File: config.mk
export PLATFORM = sky130hd
export DESIGN_NAME = mem_access_unit_flat
export DESIGN_NICKNAME = d
export VERILOG_FILES = /design/src/rtl/mem_access_unit_if.sv /design/src/rtl/mem_access_unit.sv /design/src/flat_wrapper.sv
export SDC_FILE = /design/constraint.sdc
export NUM_CORES = 1
export LEC_CHECK = 0
export ABC_AREA = 1
export ABC_CLOCK_PERIOD_IN_PS = 1320
export CORE_MARGIN = 4
export CORE_UTILIZATION = 40
export CTS_CLUSTER_DIAMETER = 60
export DETAILED_ROUTE_END_ITERATION = 12
export GPL_TIMING_DRIVEN = 0
export PLACE_DENSITY = 0.77
export SLEW_MARGIN = 20
export SYNTH_ARGS = -nofsm -noshare
export SYNTH_HDL_FRONTEND = slang
export SYNTH_SLANG_ARGS = --single-unit
File: constraint.sdc
create_clock -name clk -period 1.32 [get_ports clk]
set_input_delay 0.264 -clock clk [delete_from_list [all_inputs] [get_ports clk]]
set_output_delay 0.264 -clock clk [all_outputs]
set_load 0.05 [all_outputs]
File: src/rtl/mem_access_unit_if.sv
// Data-bus req/ack interface between the MEM-stage access unit (master) and data memory (slave).
interface mem_access_unit_if;
    logic        bus_req;
    logic        bus_we;
    logic [31:0] bus_addr;
    logic [31:0] bus_wdata;
    logic [3:0]  bus_be;
    logic [31:0] bus_rdata;
    logic        bus_ack;

    modport master (
        output bus_req, bus_we, bus_addr, bus_wdata, bus_be,
        input  bus_rdata, bus_ack
    );

    modport slave (
        input  bus_req, bus_we, bus_addr, bus_wdata, bus_be,
        output bus_rdata, bus_ack
    );
endinterface

File: src/rtl/mem_access_unit.sv
// MEM-stage data-memory access controller: req/ack bus handshake, pipeline stall, load extraction, bus timeout.
// Optional misaligned-access check is enabled by defining MEM_MISALIGN_CHK_EN.
module mem_access_unit #(
    parameter int TIMEOUT_CYCLES = 255,
    parameter int CNT_W          = 16
) (
    input  logic              clk,
    input  logic              reset,
    input  logic              exmem_mem_r,
    input  logic              exmem_mem_w,
    input  logic              mem_nop,
    input  logic [31:0]       exmem_excepttype,
    input  logic [31:0]       exmem_alu_res,
    input  logic [31:0]       exmem_aligned_rt_data,
    input  logic [3:0]        mem_byte_w_en,
    input  logic [2:0]        exmem_load_sel,
    mem_access_unit_if.master bus,
    output logic              mem_stall,
    output logic [31:0]       mem_load_data,
    output logic              mem_bus_err,
    output logic [1:0]        mem_addr_err
);

    typedef enum logic [1:0] {
        IDLE = 2'd0,
        REQ  = 2'd1,
        DONE = 2'd2
    } state_t;

    localparam logic [CNT_W-1:0] CNT_LAST = CNT_W'(TIMEOUT_CYCLES - 1);

    state_t            r_state;
    state_t            w_state_nxt;
    logic              r_bus_req;
    logic              r_bus_we;
    logic [31:0]       r_bus_addr;
    logic [31:0]       r_bus_wdata;
    logic [3:0]        r_bus_be;
    logic [CNT_W-1:0]  r_cnt;
    logic [31:0]       r_load_data;
    logic              r_bus_err;
    logic [2:0]        r_sel;
    logic [1:0]        r_addr_lo;

    logic              w_valid;
    logic              w_pending;
    logic              w_issue;
    logic              w_ack;
    logic              w_abort;
    logic [31:0]       w_load_ext;

    assign w_valid = !mem_nop && (exmem_excepttype == 32'd0);

`ifdef MEM_MISALIGN_CHK_EN
    logic w_is_lh;
    logic w_is_lw;
    logic w_ld_mis;
    logic w_st_mis;

    // Unknown load selects behave as LW, so they carry the word alignment rule too.
    assign w_is_lh  = (exmem_load_sel == 3'b011) || (exmem_load_sel == 3'b100);
    assign w_is_lw  = !(w_is_lh || (exmem_load_sel == 3'b001) || (exmem_load_sel == 3'b010));
    assign w_ld_mis = exmem_mem_r &&
                      ((w_is_lw && (exmem_alu_res[1:0] != 2'b00)) || (w_is_lh && exmem_alu_res[0]));
    assign w_st_mis = exmem_mem_w &&
                      (((mem_byte_w_en == 4'b1111) && (exmem_alu_res[1:0] != 2'b00)) ||
                       (((mem_byte_w_en == 4'b0011) || (mem_byte_w_en == 4'b1100)) && exmem_alu_res[0]));
    assign w_pending    = (exmem_mem_r || exmem_mem_w) && w_valid && !w_ld_mis && !w_st_mis;
    assign mem_addr_err = {w_valid && w_st_mis, w_valid && w_ld_mis};
`else
    assign w_pending    = (exmem_mem_r || exmem_mem_w) && w_valid;
    assign mem_addr_err = 2'b00;
`endif

    // Extraction uses the select and offset latched at issue, so EX/MEM changes during REQ cannot corrupt it.
    always_comb begin
        logic [7:0]  v_byte;
        logic [15:0] v_half;
        case (r_addr_lo)
            2'b00:   v_byte = bus.bus_rdata[7:0];
            2'b01:   v_byte = bus.bus_rdata[15:8];
            2'b10:   v_byte = bus.bus_rdata[23:16];
            default: v_byte = bus.bus_rdata[31:24];
        endcase
        v_half = r_addr_lo[1] ? bus.bus_rdata[31:16] : bus.bus_rdata[15:0];
        case (r_sel)
            3'b001:  w_load_ext = {{24{v_byte[7]}}, v_byte};
            3'b010:  w_load_ext = {24'd0, v_byte};
            3'b011:  w_load_ext = {{16{v_half[15]}}, v_half};
            3'b100:  w_load_ext = {16'd0, v_half};
            default: w_load_ext = bus.bus_rdata;
        endcase
    end

    // NOTE: every signal written here gets a default first, so no path can infer a latch.
    always_comb begin
        w_state_nxt = r_state;
        mem_stall   = 1'b0;
        w_issue     = 1'b0;
        w_ack       = 1'b0;
        w_abort     = 1'b0;
        case (r_state)
            IDLE: begin
                if (w_pending) begin
                    w_state_nxt = REQ;
                    w_issue     = 1'b1;
                    mem_stall   = 1'b1;
                end
            end
            REQ: begin
                mem_stall = 1'b1;
                if (bus.bus_ack) begin
                    w_ack       = 1'b1;
                    w_state_nxt = DONE;
                end else if (r_cnt == CNT_LAST) begin
                    w_abort     = 1'b1;
                    w_state_nxt = DONE;
                end
            end
            DONE:    w_state_nxt = IDLE;
            default: w_state_nxt = IDLE;
        endcase
    end

    // State moves on the falling edge, in step with the pipeline registers around this stage.
    // NOTE: sequential state uses non-blocking assignments so all registers update from pre-edge values.
    always_ff @(negedge clk) begin
        if (reset) begin
            r_state     <= IDLE;
            r_bus_req   <= 1'b0;
            r_bus_we    <= 1'b0;
            r_bus_addr  <= 32'd0;
            r_bus_wdata <= 32'd0;
            r_bus_be    <= 4'd0;
            r_cnt       <= '0;
            r_load_data <= 32'd0;
            r_bus_err   <= 1'b0;
            r_sel       <= 3'd0;
            r_addr_lo   <= 2'd0;
        end else begin
            r_state <= w_state_nxt;
            if (w_issue) begin
                r_bus_req   <= 1'b1;
                r_bus_we    <= exmem_mem_w;
                r_bus_addr  <= {exmem_alu_res[31:2], 2'b00};
                r_bus_wdata <= exmem_aligned_rt_data;
                r_bus_be    <= exmem_mem_w ? mem_byte_w_en : 4'b1111;
                r_cnt       <= '0;
                r_bus_err   <= 1'b0;
                r_sel       <= exmem_load_sel;
                r_addr_lo   <= exmem_alu_res[1:0];
            end
            if (w_ack) begin
                r_bus_req <= 1'b0;
                if (!r_bus_we) begin
                    r_load_data <= w_load_ext;
                end
            end else if (w_abort) begin
                r_bus_req   <= 1'b0;
                r_bus_err   <= 1'b1;
                r_load_data <= 32'd0;
            end else if (r_state == REQ) begin
                r_cnt <= r_cnt + CNT_W'(1);
            end
        end
    end

    assign bus.bus_req    = r_bus_req;
    assign bus.bus_we     = r_bus_we;
    assign bus.bus_addr   = r_bus_addr;
    assign bus.bus_wdata  = r_bus_wdata;
    assign bus.bus_be     = r_bus_be;
    assign mem_load_data  = r_load_data;
    assign mem_bus_err    = r_bus_err;

endmodule

File: src/flat_wrapper.sv
// flat-port wrapper written by rule: the top's interface ports become plain ports
module mem_access_unit_flat 
#(
    parameter int TIMEOUT_CYCLES = 255,
    parameter int CNT_W          = 16
)
  (clk, reset, exmem_mem_r, exmem_mem_w, mem_nop, exmem_excepttype, exmem_alu_res, exmem_aligned_rt_data, mem_byte_w_en, exmem_load_sel, mem_stall, mem_load_data, mem_bus_err, mem_addr_err, bus_bus_req, bus_bus_we, bus_bus_addr, bus_bus_wdata, bus_bus_be, bus_bus_rdata, bus_bus_ack);
  mem_access_unit_if bus_i ();
  input  logic clk;
  input  logic reset;
  input  logic exmem_mem_r;
  input  logic exmem_mem_w;
  input  logic mem_nop;
  input  logic [31:0] exmem_excepttype;
  input  logic [31:0] exmem_alu_res;
  input  logic [31:0] exmem_aligned_rt_data;
  input  logic [3:0] mem_byte_w_en;
  input  logic [2:0] exmem_load_sel;
  output logic mem_stall;
  output logic [31:0] mem_load_data;
  output logic mem_bus_err;
  output logic [1:0] mem_addr_err;
  output wire logic [$bits(bus_i.bus_req)-1:0] bus_bus_req;
  output wire logic [$bits(bus_i.bus_we)-1:0] bus_bus_we;
  output wire logic [$bits(bus_i.bus_addr)-1:0] bus_bus_addr;
  output wire logic [$bits(bus_i.bus_wdata)-1:0] bus_bus_wdata;
  output wire logic [$bits(bus_i.bus_be)-1:0] bus_bus_be;
  input wire logic [$bits(bus_i.bus_rdata)-1:0] bus_bus_rdata;
  input wire logic [$bits(bus_i.bus_ack)-1:0] bus_bus_ack;
  assign bus_bus_req = bus_i.bus_req;
  assign bus_bus_we = bus_i.bus_we;
  assign bus_bus_addr = bus_i.bus_addr;
  assign bus_bus_wdata = bus_i.bus_wdata;
  assign bus_bus_be = bus_i.bus_be;
  assign bus_i.bus_rdata = bus_bus_rdata;
  assign bus_i.bus_ack = bus_bus_ack;
  mem_access_unit #(.TIMEOUT_CYCLES(TIMEOUT_CYCLES), .CNT_W(CNT_W)) u_core (.clk(clk), .reset(reset), .exmem_mem_r(exmem_mem_r), .exmem_mem_w(exmem_mem_w), .mem_nop(mem_nop), .exmem_excepttype(exmem_excepttype), .exmem_alu_res(exmem_alu_res), .exmem_aligned_rt_data(exmem_aligned_rt_data), .mem_byte_w_en(mem_byte_w_en), .exmem_load_sel(exmem_load_sel), .bus(bus_i), .mem_stall(mem_stall), .mem_load_data(mem_load_data), .mem_bus_err(mem_bus_err), .mem_addr_err(mem_addr_err));
endmodule
==> results of run 1 <==
## worst register-to-register path, stage by stage, from the launching register on
cell and delay (ns):
dfxtp_2 0.35, nor2_1 0.37, nand3_4 0.20, buf_12 0.22, buf_16 0.15, nand2_2 0.06
nand2_1 0.06, nor2_1 0.18
## metrics by stage
stage	hold WS, ns	cell area [sq um]	setup slack, ns	power, mW	TNS (ns)
after global routing	0.497	14000	-0.853	11.5	-134.90
after CTS	0.487	13000	-0.722	10.5	-111.37
after floorplan	0.448	7170	-0.635	4.39	-65.67
after detailed placement	0.460	9860	-1.78	4.91	-251.73
final	0.486	14000	-0.785	11.1	-125.52
after global placement	0.458	9860	-1.80	4.90	-251.13
## routing by layer
layer	track usage [%]	vias up	wire, um
li1	-	4066	-
met1	32.6	4377	12100
met2	55.3	749	17900
met3	13.6	243	4040
met4	17.2	0	2660
met5	0	-	0
## what timing repair did
item                                     CTS  global route
endpoints found under the setup margin   226           226
pin swaps                                110            92
resized for setup                       1256           260
setup buffers                             44            42
gates cloned                              17             1
hold endpoints to repair                   0             0
## worst max-delay path by stage
stage	from	end	cells after the start
2_1_floorplan	exmem_excepttype[6]	u_core.r_cnt[3]$_SDFF_NP0_	10
6_report	exmem_excepttype[1]	u_core.bus.bus_addr[14]$_SDFFE_NP0P_	10
4_1_cts	u_core.r_state[0]$_SDFFE_NP0P_	mem_stall	3
3_5_place_dp	reset	u_core.bus.bus_addr[2]$_SDFFE_NP0P_	6
3_3_place_gp	reset	u_core.bus.bus_addr[2]$_SDFFE_NP0P_	6
5_1_grt	exmem_excepttype[1]	u_core.bus.bus_addr[14]$_SDFFE_NP0P_	10
## power groups by stage
| stage | logic (mW) | registers [mW] | clock network (mW) |
|---|---|---|---|
| 2_1_floorplan | 0.203 | 3.62 | 0.565 |
| 3_3_place_gp | 0.721 | 3.62 | 0.565 |
| 3_5_place_dp | 0.724 | 3.62 | 0.565 |
| 4_1_cts | 0.730 | 3.57 | 6.21 |
| 5_1_grt | 0.870 | 3.54 | 7.12 |
| 6_report | 0.840 | 3.55 | 6.71 |
## kinds of logic after synthesis
family          count (synthesis)  share of synthesized area [%]
compound gates                 83                           7.40
fa+ha+maj                       2                          0.388
other cells                     1                         0.0581
xor+xnor                        2                          0.271
buf+inv                       162                           11.3
flops                         124                           38.4
simple gates                  627                           42.1
## flip-flops by register name, indices dropped and copies added, names as in the netlist
signal / cells
u_core.bus.bus_wdata: 32
u_core.mem_load_data: 32
u_core.bus.bus_addr: 30
u_core.r_cnt: 16
u_core.bus.bus_be: 4
u_core.r_sel: 3
u_core.r_addr_lo: 2
u_core.r_state: 2
u_core.bus.bus_req: 1
u_core.bus.bus_we: 1
u_core.mem_bus_err: 1
## cell usage in the layout, fill, tap and decap left out, types with 56 or more instances in the layout
cell type and n:
clkdlybuf4s50_1 71, buf_8 109, buf_4 74, nor2_2 58, nand2_1 180, inv_1 215
nor2_4 56, nand3_2 56, dfxtp_4 104, nor2_1 101, nand2_2 67
## final cells by class
cell class              count  area (sq um)
multi-input cells         718          4820
repair buffers            341          3950
flip-flops and latches    124          2880
fillers                   663          1860
plain buffers              49           608
clock inverters           138           607
clock buffers              17           425
inverters                 108           413
well taps                 216           270
diodes                      1          2.50
==> impl_metrics.json, run 1 <==
{
  "p_seq_share_pct": 32.0,
  "failed_checks": "setup timing",
  "crit_slowest_cell": "dlygate4sd2_1",
  "min_to": "u_core.mem_load_data[31]$_SDFFE_NP0P_",
  "root_buffer": "clkbuf_16",
  "status": "finished with violations",
  "reg2reg_slack_ns": -0.37,
  "p_int_mw": 7.24,
  "hold_violations": 0,
  "critPathRequiredTime_ns": 1.03,
  "startpoint_type": "primary input",
  "synth_flop_cell": "dfxtp_1",
  "final_cells": 1712,
  "crit_type": "primary input to flop",
  "synth_seq_cells": 124,
  "areaGrowthSynthToFinish_pct": 116,
  "p_sw_mw": 3.85,
  "p_per_area_nw_per_um2": 794,
  "power_frac_comb_pct": 7.6,
  "hold_start": "u_core.mem_load_data[31]$_SDFFE_NP0P_",
  "synth.most_common_cell": "nand2_1",
  "setup_viol": 225,
  "synth_top_area_cell": "dfxtp_1",
  "dp.cells": 1462,
  "path_cells": "dlygate4sd2_1 -> nor2_1 -> nand2_1 -> nor2_4 -> nand3_4 -> buf_12 -> buf_16 -> nand2_2 -> nand2_1 -> nor2_1",
  "synthTopCellsByArea": "dfxtp_1 38%, nand2_1 16%, nor2_1 12%",
  "crit_path_end_kind": "flop",
  "power_frac_clock_pct": 60.4,
  "track_usage_pct": 32.0,
  "vdd_drop_max_mv": 0.974,
  "cts.clk_slew.worst_paths_ns": 0.04,
  "synth_edf_count": 0,
  "antenna_left": 0,
  "drcViolationCount": 0,
  "synthArstFlopShare_pct": 0,
  "synth-warning-count": 0,
  "hold_buffers": 0,
  "portBuffers": 242,
  "place_congestion": 0.920,
  "cp_num_buf_inv": 3,
  "cts_buffer_depth": 2,
  "worstMarginPinSlew_ns": 0.616,
  "hpwl_um": 17100,
  "max_stage_delay_ns": 0.27,
  "hold_path_class": "flop to flop",
  "grt-ovfl-total": 0,
  "io_pins": 247,
  "die_area_sq_um": 18200,
  "drt_iter0_markers": 1040,
  "drt-vias-per-instance": 5.51,
  "std_cell_rows": 46,
  "tritoncts": "done",
  "grt_pass1_wl_um": 45800,
  "nets": 1626,
  "cp_data_arrival_time_ns": 1.82,
  "grt_max_degree": 17,
  "drt-total-wl_um": 36700,
  "vias": 9435,
  "worst_r2r_endpoint": "u_core.bus.bus_addr[14]$_SDFFE_NP0P_",
  "die_h_um": 135,
  "fin_ws_ns": -0.785,
  "sw_frac_of_total_pct": 34.7,
  "rsz0062_at_grt": "true",
  "wl_per_cell_um": 21.4,
  "cellLeakagePower_nw": 6.30,
  "clock_sinks": 124,
  "crit_family": "simple AND/OR/NAND/NOR gates",
  "die_x_um": 135,
  "synth_top_area_share_pct": 38.4,
  "synth_cell_type_count": 38,
  "antenna_found_initial": 1,
  "maxSlewViolCount": 0,
  "avgSynthCellArea_sq_um": 6.45,
  "insertion_delay_ns": 0.50,
  "max-cap-violations": 0,
  "r2r-start": "u_core.r_state[1]$_SDFFE_NP0P_",
  "htree_levels": 4,
  "postLayoutCoreUtil_pct": 88.3,
  "layout-drive-gt1-share_pct": 53.0,
  "initial_utilization_pct": 40.8,
  "grt_pass1_vias": 9206,
  "crit_fanout": 8,
  "cts_made_buffers": 17,
  "relSlewSlack_pct": 59.0,
  "synth_seq_area_share_pct": 38.4,
  "whs_path_depth": 2,
  "ys_top_cells_by_count": "273 x nand2_1, 211 x nor2_1, 124 x dfxtp_1",
  "reg2reg_depth": 7,
  "syn_area_sq_um": 6460,
  "firstDrtPassIters": 6,
  "syn-instance-count": 1001,
  "finClkSkew_ns": 0.0577,
  "design.core.area_sq_um": 15800
}
(Power assumes the default switching activity.)
==> inputs of run 2 (changes only) <==
--- a/config.mk
+++ b/config.mk
@@ -11,7 +11,7 @@
 export CORE_UTILIZATION = 40
 export CTS_CLUSTER_DIAMETER = 60
 export DETAILED_ROUTE_END_ITERATION = 12
-export GPL_TIMING_DRIVEN = 0
+export GPL_TIMING_DRIVEN = 1
 export PLACE_DENSITY = 0.77
 export SLEW_MARGIN = 20
 export SYNTH_ARGS = -nofsm -noshare
==> run 2 against run 1 <==
Compared with the run above: area after synthesis unchanged; synthesized cell count unchanged; the flow now stops in global routing.
==> impl_metrics.json, run 2 <==
{
  "clock_sinks": 124,
  "grt-ovfl-total": 910,
  "hpwl_um": 16800,
  "synth_cell_type_count": 38,
  "std_cell_rows": 46,
  "ys_top_cells_by_count": "273 x nand2_1, 211 x nor2_1, 124 x dfxtp_1",
  "syn-instance-count": 1001,
  "failed_stage": "global routing",
  "initial_utilization_pct": 40.8,
  "dp.cells": 1509,
  "place_congestion": 0.947,
  "endpoint_type": "top-level output",
  "status": "stopped before the end",
  "htree_levels": 4,
  "portBuffers": 242,
  "die_x_um": 135,
  "synth_seq_area_share_pct": 38.4,
  "dp_slack_ns": -1.31,
  "crit_endpoint": "mem_stall",
  "avgSynthCellArea_sq_um": 6.45,
  "place_area_sq_um": 11400,
  "track_usage_pct": 89.2,
  "synthTopCellsByArea": "dfxtp_1 38%, nand2_1 16%, nor2_1 12%",
  "synth-warning-count": 0,
  "root_buffer": "clkbuf_16",
  "synth_top_area_share_pct": 38.4,
  "syn_area_sq_um": 6460,
  "synthArstFlopShare_pct": 0,
  "synth_top_area_cell": "dfxtp_1",
  "synth.most_common_cell": "nand2_1",
  "grt_max_degree": 43,
  "die_h_um": 135,
  "synth_seq_cells": 124,
  "synth_flop_cell": "dfxtp_1",
  "synth_edf_count": 0,
  "cts_buffer_depth": 2,
  "io_pins": 247,
  "toolErrorMsg": "[ERROR GRT-0232] Routing congestion too high. Check the congestion heatmap in the GUI.",
  "cts_made_buffers": 17
}
==> run 2: per-layer routing <==
layer  global-route usage [%]  overflow
met5                     9.72         0
met4                      104       252
met3                     68.2         2
met2                      114       653
met1                     81.5         3
==> run 2: timing repair <==
item                                    in CTS
pin swaps                                  101
gates cloned                                25
setup buffers                               68
hold buffers                                 0
endpoints found under the setup margin     226
gates resized for setup                    445
==> run 2: logic make-up after synthesis <==
kind of cell,share of synthesized area [%]
AO/OA/AOI/OAI,7.40
adder cells (fa/ha/maj),0.388
flip-flops,38.4
AND/OR/NAND/NOR,42.1
XOR/XNOR,0.271
other,0.0581
buffers and inverters,11.3
==> run 2: metrics by stage <==
stage | util, % | setup TNS (ns)
floorplan | - | -65.67
global placement | 72.0 | -152.00
detailed placement | 72.0 | -157.53
CTS | 91.6 | -116.42
==> inputs of run 3 (changes only) <==
--- a/config.mk
+++ b/config.mk
@@ -6,13 +6,12 @@
 export NUM_CORES = 1
 export LEC_CHECK = 0
 export ABC_AREA = 1
-export ABC_CLOCK_PERIOD_IN_PS = 1320
+export ABC_CLOCK_PERIOD_IN_PS = 1700
 export CORE_MARGIN = 4
-export CORE_UTILIZATION = 40
-export CTS_CLUSTER_DIAMETER = 60
+export CORE_UTILIZATION = 27
 export DETAILED_ROUTE_END_ITERATION = 12
 export GPL_TIMING_DRIVEN = 1
-export PLACE_DENSITY = 0.77
+export PLACE_DENSITY_LB_ADDON = 0.15
 export SLEW_MARGIN = 20
 export SYNTH_ARGS = -nofsm -noshare
 export SYNTH_HDL_FRONTEND = slang
==> constraint.sdc (replaced) <==
create_clock -name clk -period 1.7 [get_ports clk]
set_input_delay 0.34 -clock clk [delete_from_list [all_inputs] [get_ports clk]]
set_output_delay 0.34 -clock clk [all_outputs]
set_load 0.05 [all_outputs]
==> run 3 against run 2 <==
Compared with the run above: the flow now finishes, with violations (setup timing).
==> impl_metrics.json, run 3 (same netlist as run 1, synthesis figures left out) <==
{
  "nets": 1602,
  "clock_sinks": 124,
  "p_sw_mw": 2.72,
  "min_to": "u_core.bus.bus_req$_SDFFE_NP0P_",
  "antenna_left": 0,
  "hold_violations": 0,
  "r2r-start": "u_core.r_state[1]$_SDFFE_NP0P_",
  "reg2reg_depth": 10,
  "grt-ovfl-total": 0,
  "hold_path_class": "flop to flop",
  "maxSlewViolCount": 0,
  "cellLeakagePower_nw": 6.26,
  "die_area_sq_um": 26500,
  "crit_type": "primary input to flop",
  "cp_data_arrival_time_ns": 1.84,
  "hold_start": "u_core.bus.bus_req$_SDFFE_NP0P_",
  "root_buffer": "clkbuf_16",
  "vdd_drop_max_mv": 0.618,
  "hold_ws_ns": 0.480,
  "antenna_found_initial": 3,
  "max-cap-violations": 0,
  "track_usage_pct": 20.1,
  "die_x_um": 163,
  "startpoint_type": "primary input",
  "die_h_um": 163,
  "sw_frac_of_total_pct": 31.6,
  "cts_made_buffers": 17,
  "reg2reg_slack_ns": -0.17,
  "crit_path_end_kind": "flop",
  "htree_levels": 4,
  "grt_pass1_vias": 8538,
  "postLayoutCoreUtil_pct": 60.6,
  "place_congestion": 0.870,
  "design.core.area_sq_um": 23500,
  "areaGrowthSynthToFinish_pct": 120,
  "layout-drive-gt1-share_pct": 49.8,
  "tritoncts": "done",
  "cts.clk_slew.worst_paths_ns": 0.05,
  "finClkSkew_ns": 0.0280,
  "failed_checks": "setup timing",
  "critPathRequiredTime_ns": 1.24,
  "wl_per_cell_um": 15.3,
  "power_frac_comb_pct": 7.4,
  "std_cell_rows": 56,
  "portBuffers": 242,
  "insertion_delay_ns": 0.47,
  "vias": 8102,
  "rsz0062_at_grt": "true",
  "drt_iter0_markers": 334,
  "crit_fanout": 7,
  "status": "finished with violations",
  "whs_path_depth": 2,
  "cts_buffer_depth": 2,
  "drcViolationCount": 0,
  "drt-total-wl_um": 27400,
  "power_frac_clock_pct": 58.8,
  "firstDrtPassIters": 5,
  "p_int_mw": 5.88,
  "io_pins": 247,
  "initial_utilization_pct": 27.5,
  "grt_max_degree": 53,
  "drt-vias-per-instance": 4.52,
  "hpwl_um": 16300,
  "grt_pass1_wl_um": 42100,
  "p_per_area_nw_per_um2": 605,
  "p_seq_share_pct": 33.8,
  "final_common_cell": "inv_1",
  "setup_tns_ns": -85.33,
  "setup_viol": 223,
  "fin_ws_ns": -0.606,
  "final_cell_mix": "214 x inv_1, 179 x nand2_1, 126 x nor2_1, 126 x buf_12, 87 x dfxtp_2",
  "worst_r2r_endpoint": "u_core.bus.bus_addr[26]$_SDFFE_NP0P_",
  "diodes": 0
}
run 3: layout make-up:
cell class | count | area (sq um)
inverter | 108 | 413
multi-input combinational | 718 | 4700
sequential | 124 | 2650
timing repair buffer | 366 | 4980
tap | 319 | 399
clock inverter | 139 | 649
fill | 2023 | 9260
clock buffer | 17 | 425
run 3: power by group through the flow:
stage / combinational (mW) / clock, mW / sequential (mW)
after floorplan: 0.157 / 0.445 / 2.97
after global placement: 0.576 / 0.445 / 2.97
after detailed placement: 0.576 / 0.445 / 2.97
after CTS: 0.580 / 5.21 / 2.92
after global routing: 0.672 / 5.60 / 2.89
final: 0.634 / 5.06 / 2.90
run 3: worst max-delay path, cell delays in order:
cell,delay (ns)
buf_8,0.10
nor2_4,0.09
nand2_2,0.06
nor2_2,0.12
nand2_2,0.08
nor2_4,0.14
nand3_4,0.09
buf_12,0.16
buf_12,0.13
buf_12,0.13
buf_16,0.14
nand2_2,0.06
nand2_1,0.04
nor2_1,0.14
run 3: stage by stage:
stage / instance area (sq um) / instances / worst slack, ns / power, mW
global route: 14200 / 1791 / -0.658 / 9.17
detailed placement: 10900 / 1572 / -1.21 / 3.99
floorplan: 6910 / 1004 / -0.521 / 3.57
finish: 14200 / 1791 / -0.606 / 8.59
global placement: 10900 / 1572 / -1.18 / 3.99
CTS: 13400 / 1785 / -0.604 / 8.71
run 3: repair_timing:
item | 4_1_cts | 5_1_grt
buffers inserted | 37 | 15
pin swaps | 84 | 73
hold buffers | 0 | 0
gates resized for setup | 388 | 245
setup endpoints to repair | 226 | 224
gates cloned | 21 | 2
endpoints found under the hold margin | 0 | 0
run 3: layer usage:
layer | routed length, um | track usage, % | vias up
met4 | 575 | 8.65 | 6
li1 | - | - | 4016
met3 | 3070 | 11.3 | 55
met1 | 9780 | 19.8 | 3728
met2 | 14000 | 34.6 | 297
met5 | 34 | 0 | -
run 3: how the worst max path moves through the flow:
stage	start	end	slack, ns	depth (start not counted)
final	exmem_excepttype[18]	u_core.bus.bus_addr[26]$_SDFFE_NP0P_	-0.61	14
after global routing	exmem_excepttype[16]	u_core.bus.bus_addr[26]$_SDFFE_NP0P_	-0.66	14
after CTS	u_core.r_state[0]$_SDFFE_NP0P_	mem_stall	-0.60	3
after detailed placement	exmem_excepttype[9]	u_core.r_cnt[12]$_SDFF_NP0_	-1.21	10
after global placement	exmem_excepttype[9]	u_core.r_cnt[3]$_SDFF_NP0_	-1.18	10
after floorplan	exmem_excepttype[6]	u_core.r_cnt[3]$_SDFF_NP0_	-0.52	10
